`src/rtl/fetch_pkg.sv`:
```
// Shared definitions for the instruction fetch slice: default widths,
// the queue entry layout and a small width helper.
package fetch_pkg;

    localparam int FETCH_ADDR_W  = 32;
    localparam int FETCH_INSTR_W = 32;

    // One prefetch queue entry: the instruction and the address it came from.
    typedef struct packed {
        logic [FETCH_ADDR_W-1:0]  pc;
        logic [FETCH_INSTR_W-1:0] instr;
    } fetch_entry_t;

    // Width of a packed {pc, instr} entry for arbitrary parameterisations.
    function automatic int entry_width(input int addr_w, input int instr_w);
        return addr_w + instr_w;
    endfunction

endpackage

```
`src/rtl/instr_fetch_unit_if.sv`:
```
// Bus bundle between the fetch unit, the instruction memory, decode and
// the branch unit. The master side is the fetch unit itself.
interface instr_fetch_unit_if
    import fetch_pkg::*;
#(
    parameter int ADDR_W  = FETCH_ADDR_W,
    parameter int INSTR_W = FETCH_INSTR_W
);

    logic               redirect_valid;
    logic [ADDR_W-1:0]  redirect_pc;
    logic               imem_req;
    logic [ADDR_W-1:0]  imem_addr;
    logic [INSTR_W-1:0] imem_rdata;
    logic               instr_valid;
    logic               instr_ready;
    logic [INSTR_W-1:0] instr;
    logic [ADDR_W-1:0]  instr_pc;

    modport master (
        input  redirect_valid,
        input  redirect_pc,
        output imem_req,
        output imem_addr,
        input  imem_rdata,
        output instr_valid,
        input  instr_ready,
        output instr,
        output instr_pc
    );

    modport slave (
        output redirect_valid,
        output redirect_pc,
        input  imem_req,
        input  imem_addr,
        output imem_rdata,
        input  instr_valid,
        output instr_ready,
        input  instr,
        input  instr_pc
    );

endinterface

```
`src/rtl/instr_fetch_unit_queue.sv`:
```
// Synchronous FIFO used as the prefetch queue. Flush wins over push and
// pop; a push into a full queue is accepted only when a pop frees a slot.
module fetch_queue #(
    parameter int QDEPTH = 4,
    parameter int WIDTH  = 64
) (
    input  logic                      clk,
    input  logic                      rst_n,
    input  logic                      push,
    input  logic [WIDTH-1:0]          push_data,
    input  logic                      pop,
    input  logic                      flush,
    output logic [WIDTH-1:0]          head_data,
    output logic                      full,
    output logic                      empty,
    output logic [$clog2(QDEPTH):0]   count
);

    localparam int PTR_W = $clog2(QDEPTH);
    localparam int CNT_W = PTR_W + 1;

    logic [WIDTH-1:0] storage [QDEPTH];
    logic [PTR_W-1:0] wr_ptr;
    logic [PTR_W-1:0] rd_ptr;
    logic             push_ok;
    logic             pop_ok;

    // Qualify push/pop against occupancy so a full queue only takes data while draining.
    always_comb begin
        full    = (count == CNT_W'(QDEPTH));
        empty   = (count == '0);
        pop_ok  = pop && !empty;
        push_ok = push && (!full || pop_ok);
    end

    assign head_data = storage[rd_ptr];

    // Storage, pointers and occupancy; flush empties the queue regardless of push/pop.
    always_ff @(posedge clk or negedge rst_n) begin
        if (!rst_n) begin
            for (int i = 0; i < QDEPTH; i++) begin
                storage[i] <= '0;
            end
            wr_ptr <= '0;
            rd_ptr <= '0;
            count  <= '0;
        end else if (flush) begin
            wr_ptr <= '0;
            rd_ptr <= '0;
            count  <= '0;
        end else begin
            if (push_ok) begin
                storage[wr_ptr] <= push_data;
                wr_ptr          <= wr_ptr + PTR_W'(1);
            end
            if (pop_ok) begin
                rd_ptr <= rd_ptr + PTR_W'(1);
            end
            case ({push_ok, pop_ok})
                2'b10:   count <= count + CNT_W'(1);
                2'b01:   count <= count - CNT_W'(1);
                default: count <= count;
            endcase
        end
    end

    // A push that finds the queue full with nothing leaving would lose data.
    assert property (@(posedge clk) disable iff (!rst_n)
                     !(push && full && !pop && !flush));

endmodule

```
`src/rtl/instr_fetch_unit.sv`:
```
// Fetch stage: owns the program counter, issues one-cycle-latency reads to
// instruction memory, buffers responses in a prefetch queue and supports
// branch redirects that flush queued and in-flight fetches.
module instr_fetch_unit
    import fetch_pkg::*;
#(
    parameter int                ADDR_W   = FETCH_ADDR_W,
    parameter int                INSTR_W  = FETCH_INSTR_W,
    parameter int                QDEPTH   = 4,
    parameter logic [ADDR_W-1:0] RESET_PC = '0,
    parameter int                PC_STEP  = 1
) (
    input logic                clk,
    input logic                rst_n,
    instr_fetch_unit_if.master bus
);

    localparam int PTR_W   = $clog2(QDEPTH);
    localparam int CNT_W   = PTR_W + 1;
    localparam int OCC_W   = CNT_W + 1;
    localparam int ENTRY_W = entry_width(ADDR_W, INSTR_W);

    logic               started;
    logic               inflight;
    logic               squash;
    logic [ADDR_W-1:0]  fetch_pc;
    logic [ADDR_W-1:0]  inflight_pc;

    logic               issue;
    logic               push;
    logic               pop;
    logic               flush;
    logic               q_full;
    logic               q_empty;
    logic [CNT_W-1:0]   q_count;
    logic [OCC_W-1:0]   occupancy;
    logic [ENTRY_W-1:0] head_entry;

    // Issue only when the queue can absorb this request plus the one already in flight.
    always_comb begin
        occupancy = {1'b0, q_count} + OCC_W'(inflight);
        issue     = started && !bus.redirect_valid && !q_full
                    && (occupancy < OCC_W'(QDEPTH));
        flush     = bus.redirect_valid;
        push      = inflight && !squash;
        pop       = !q_empty && bus.instr_ready && !bus.redirect_valid;
    end

    // PC, in-flight tracking and squash; a redirect overrides sequential fetch.
    always_ff @(posedge clk or negedge rst_n) begin
        if (!rst_n) begin
            started     <= 1'b0;
            inflight    <= 1'b0;
            squash      <= 1'b0;
            fetch_pc    <= RESET_PC;
            inflight_pc <= '0;
        end else begin
            started  <= 1'b1;
            inflight <= issue;
            squash   <= bus.redirect_valid;
            if (issue) begin
                inflight_pc <= fetch_pc;
            end
            if (bus.redirect_valid) begin
                fetch_pc <= bus.redirect_pc;
            end else if (issue) begin
                fetch_pc <= fetch_pc + ADDR_W'(PC_STEP);
            end
        end
    end

    fetch_queue #(
        .QDEPTH (QDEPTH),
        .WIDTH  (ENTRY_W)
    ) u_queue (
        .clk       (clk),
        .rst_n     (rst_n),
        .push      (push),
        .push_data ({inflight_pc, bus.imem_rdata}),
        .pop       (pop),
        .flush     (flush),
        .head_data (head_entry),
        .full      (q_full),
        .empty     (q_empty),
        .count     (q_count)
    );

    assign bus.imem_req    = issue;
    assign bus.imem_addr   = fetch_pc;
    assign bus.instr_valid = !q_empty;
    assign bus.instr       = head_entry[INSTR_W-1:0];
    assign bus.instr_pc    = head_entry[ENTRY_W-1:INSTR_W];

endmodule

```
`src/flat_wrapper.sv`:
```
// flat-port wrapper written by rule: the top's interface ports become plain ports
module instr_fetch_unit_flat import fetch_pkg::*;
#(
    parameter int                ADDR_W   = FETCH_ADDR_W,
    parameter int                INSTR_W  = FETCH_INSTR_W,
    parameter int                QDEPTH   = 4,
    parameter logic [ADDR_W-1:0] RESET_PC = '0,
    parameter int                PC_STEP  = 1
)
  (clk, rst_n, bus_redirect_valid, bus_redirect_pc, bus_imem_req, bus_imem_addr, bus_imem_rdata, bus_instr_valid, bus_instr_ready, bus_instr, bus_instr_pc);
  instr_fetch_unit_if #(.ADDR_W(ADDR_W), .INSTR_W(INSTR_W)) bus_i ();
  input logic clk;
  input logic rst_n;
  input wire logic [$bits(bus_i.redirect_valid)-1:0] bus_redirect_valid;
  input wire logic [$bits(bus_i.redirect_pc)-1:0] bus_redirect_pc;
  output wire logic [$bits(bus_i.imem_req)-1:0] bus_imem_req;
  output wire logic [$bits(bus_i.imem_addr)-1:0] bus_imem_addr;
  input wire logic [$bits(bus_i.imem_rdata)-1:0] bus_imem_rdata;
  output wire logic [$bits(bus_i.instr_valid)-1:0] bus_instr_valid;
  input wire logic [$bits(bus_i.instr_ready)-1:0] bus_instr_ready;
  output wire logic [$bits(bus_i.instr)-1:0] bus_instr;
  output wire logic [$bits(bus_i.instr_pc)-1:0] bus_instr_pc;
  assign bus_i.redirect_valid = bus_redirect_valid;
  assign bus_i.redirect_pc = bus_redirect_pc;
  assign bus_imem_req = bus_i.imem_req;
  assign bus_imem_addr = bus_i.imem_addr;
  assign bus_i.imem_rdata = bus_imem_rdata;
  assign bus_instr_valid = bus_i.instr_valid;
  assign bus_i.instr_ready = bus_instr_ready;
  assign bus_instr = bus_i.instr;
  assign bus_instr_pc = bus_i.instr_pc;
  instr_fetch_unit #(.ADDR_W(ADDR_W), .INSTR_W(INSTR_W), .QDEPTH(QDEPTH), .RESET_PC(RESET_PC), .PC_STEP(PC_STEP)) u_core (.clk(clk), .rst_n(rst_n), .bus(bus_i));
endmodule
```
`config.mk`:
```
export PLATFORM = sky130hd
export DESIGN_NAME = instr_fetch_unit_flat
export DESIGN_NICKNAME = d
export VERILOG_FILES = /design/src/rtl/fetch_pkg.sv /design/src/rtl/instr_fetch_unit_if.sv /design/src/rtl/instr_fetch_unit_queue.sv /design/src/rtl/instr_fetch_unit.sv /design/src/flat_wrapper.sv
export SDC_FILE = /design/constraint.sdc
export NUM_CORES = 1
export LEC_CHECK = 0
export ABC_CLOCK_PERIOD_IN_PS = 3600
export CAP_MARGIN = 20
export CORE_UTILIZATION = 45
export DETAILED_ROUTE_END_ITERATION = 6
export PLACE_DENSITY = 0.66
export SLEW_MARGIN = 25
export SYNTH_ARGS = -nofsm -noshare
export SYNTH_HDL_FRONTEND = slang
export SYNTH_HIERARCHICAL = 1
export SYNTH_SLANG_ARGS = --single-unit
```
`constraint.sdc`:
```
create_clock -name clk -period 3.6 [get_ports clk]
set_input_delay 1.08 -clock clk [delete_from_list [all_inputs] [get_ports clk]]
set_output_delay 1.08 -clock clk [all_outputs]
set_load 0.01 [all_outputs]
```
==> impl_metrics.csv <==
group,metric,value,unit
status,status,"finished, final reports clean",
layout,final_common_cell,"dfrtp_1",
die,dieWidth,189,um
clocking,cts_made_buffers,38,
clocking,clock_sinks,330,
grt,grt_pass1_wl,58.1,mm
worst_setup_path,crit_chain,"buf_12 > mux4_2 > clkdlybuf4s50_1",
clocking,htree_levels,2,
clocking,cts-root-buf,"clkbuf_16",
layout,regArea,0.00827,mm^2
yosys,synth_edf_count,0,
route,drc,0,
route,dr.pass1.iters,5,
worst_setup_path,worstPathRequired,2.52,ns
timing,whs,0.499,ns
flow_run,cap_violations,0,
grt,grt_max_degree,97,
timing,rsz0062_at_grt,"no",
timing,setup_tns,0,ns
layout,num-nets-final,1319,
clocking,path_clk_slew,0.06,ns
yosys,synth_seq_cells,330,
yosys,ys_types,59,
die,dieArea,0.0359,mm^2
worst_hold_path,min_path_type,"register to register",
clocking,cts_buffer_depth,3,
yosys,syn_area,0.0158,mm^2
yosys,synth_seq_area_share,52.2,%
power,peakVddDrop,0.338,mV
route,ant_nets,0,
clocking,hold_buffers,0,
die,num_io_pins,166,
power,p_sw,2.49,mW
timing,final.min_clock_period,3.47,ns
route,routedWlPerCell,20.4,um
timing,slew_headroom,45.9,%
worst_setup_path,setup.worst_path.end_class,"output port",
timing,fin_crit_sh,96.4,%
worst_setup_path,crit_slowest_cell,"clkdlybuf4s50_1",
timing,clock_skew,0.0105,ns
power,clkPwrFrac,40.2,%
yosys,synthArstFlopShare,100,%
route,dr.first_iter.drc_count,524,
die,rows,68,
power,finalPower,10.4,mW
yosys,avgSynthCellArea,15.1,um^2
yosys,yosys_most_used_dff,"dfrtp_1",
yosys,synth_cells,1049,
layout,drive_above_1_share,36.3,%
worst_setup_path,start_kind,"register",
worst_setup_path,crit_family,"buffers and inverters",
worst_setup_path,cp_slowest_stage_delay,0.57,ns
layout,fin_util,56.5,%
die,die_h,189,um
yosys,ys_warn_count,6,
clocking,cts_tree,"yes",
layout,multiInputGateArea,0.00685,mm^2
worst_setup_path,cp.buffers_inverters,2,
grt,grt_overflow,0,
power,swShare,24.0,%
power,p_seq_share,42.8,%
power,intPower,7.90,mW
die,core,0.0345,mm^2
yosys,syn_nets,1123,
die,initial_core_util,45.8,%
power,cellPowerDensity,532,mW/mm^2
route,routed_wirelength,35.3,mm
power,p_comb_share,17.1,%
power,cellLeakagePower,9.36,nW
timing,fmax,288,MHz
layout,final_cell_mix,"dfrtp_1 (328), mux2_4 (180), clkdlybuf4s50_1 (163)",
grt,grtUsageTotal,20.4,%
worst_setup_path,worstPathMaxFanout,23,
clocking,worstSkewPairLatency,0.52,ns
placement,gp_congestion,0.775,
grt,grt_pass1_vias,10100,
layout,syn2layout_area_growth,23.4,%
placement,dp_hpwl,22.8,mm
route,vias,9394,
grt,antenna_found_initial,0,
layout,fill_cells,2744,
timing,hold_violations,0,
worst_setup_path,worstPathArrival,2.39,ns
timing,worst_slew_pin_slew,0.811,ns
placement,io_buffers,165,
route,viasPerCell,5.43,
timing,setup_viol,0,
timing,report.final.slew_viol_count,0,
worst_setup_path,path_class,"register to output port",
layout,antenna_cells,0,
==> final timing paths <==
check | start | endpoint | slack (ns) | cells past startpoint
max in group asynchronous | rst_n | u_core/u_queue/storage[48]$_DFFE_PN0P_ | 2.14 | 2
min in group asynchronous | rst_n | u_core/u_queue/storage[197]$_DFFE_PN0P_ | 0.61 | 1
hold reg to reg | u_core/u_queue/storage[64]$_DFFE_PN0P_ | u_core/u_queue/storage[64]$_DFFE_PN0P_ | 0.50 | 1
setup / recovery | u_core/u_queue/rd_ptr[0]$_DFFE_PN0P_ | bus_instr_pc[28] | 0.13 | 3
setup reg to reg | u_core/u_queue/count[0]$_DFFE_PN0P_ | u_core/bus.imem_addr[24]$_DFFE_PN0P_ | 0.74 | 9
hold / removal | u_core/u_queue/storage[64]$_DFFE_PN0P_ | u_core/u_queue/storage[64]$_DFFE_PN0P_ | 0.50 | 1
==> layer usage <==
layer	part of all wire, %	global-route usage [%]
met2	45	30.4
met5	0	0
met1	49	31.1
met3	4.8	3.48
met4	1.6	4.44
==> cell type report <==
class,instances,area share [%]
multi-input combinational,639,35.1
tap,455,2.92
timing repair buffer,223,12.2
clock buffer,63,6.45
sequential,330,42.4
inverter,13,0.257
clock inverter,7,0.712
==> what timing repair did <==
item / 4_1_cts / 5_1_grt
buffers inserted: 3 / 0
resized for setup: 2 / 0
setup endpoints to repair: 26 / 0
==> flip-flops by register name, indices dropped and copies added (netlist names) <==
name and count:
u_core/u_queue/rd_ptr 2, u_core/started 1, u_core/squash 1, u_core/inflight_pc 32, u_core/u_queue/storage 256, u_core/u_queue/count 3, u_core/bus.imem_addr 32, u_core/u_queue/wr_ptr 2
u_core/inflight 1
==> kinds of logic (layout without fill, tap and decap cells) <==
logic type | count (synthesis) | after routing | share of synthesized area [%]
fa+ha+maj | 6 | 6 | 0.522
mux | 322 | 322 | 31.8
buf+inv | 80 | 306 | 4.47
flops | 330 | 330 | 52.2
simple gates | 227 | 227 | 7.24
other cells | 1 | 1 | 0.0237
xor+xnor | 5 | 5 | 0.277
compound gates | 78 | 78 | 3.48
==> synthesized netlist by cell type (3+ instances only) <==
library cell    n  area, um^2
dfrtp_1       330        8260
mux2_4        180        2700
nand2_1       127         477
mux2_2         77         867
mux4_2         64        1440
nand3_1        28         140
o21ai_0        23         115
clkbuf_1       19        71.3
buf_12         18         360
nor2_1         17        63.8
o311ai_0       17         149
buf_6          12         135
inv_1          12        45.0
and3_1          9        56.3
or4_1           9        67.6
buf_2           8        40.0
buf_1           7        26.3
a21oi_1         6        30.0
a31oi_1         6        37.5
o211ai_1        6        45.0
ha_1            5        62.6
nor3_1          5        25.0
a221o_1         4        40.0
and2_1          4        25.0
nand3_4         4        70.1
nand4_1         4        25.0
a21o_1          3        22.5
a32oi_1         3        26.3
nand3_2         3        30.0
nor2b_1         3        18.8
xor2_1          3        26.3
==> power groups by stage <==
stage / sequential (mW) / clock [mW] / combinational [mW]
4_1_cts: 4.44 / 4.29 / 1.80
2_1_floorplan: 4.40 / 0 / 0.943
6_report: 4.44 / 4.17 / 1.77
3_3_place_gp: 4.48 / 0 / 1.76
3_5_place_dp: 4.49 / 0 / 1.80
5_1_grt: 4.50 / 4.41 / 1.90
==> metrics by stage <==
step	instance area (um^2)	instances	worst slack [ns]
2_1_floorplan	15800	1049	0.346
3_3_place_gp	18100	1657	-0.0444
3_5_place_dp	18100	1657	-0.0544
4_1_cts	19500	1730	0.0716
5_1_grt	19500	1730	0.0443
6_report	19500	1730	0.128
Note: power is estimated with default switching activity, not from simulation.
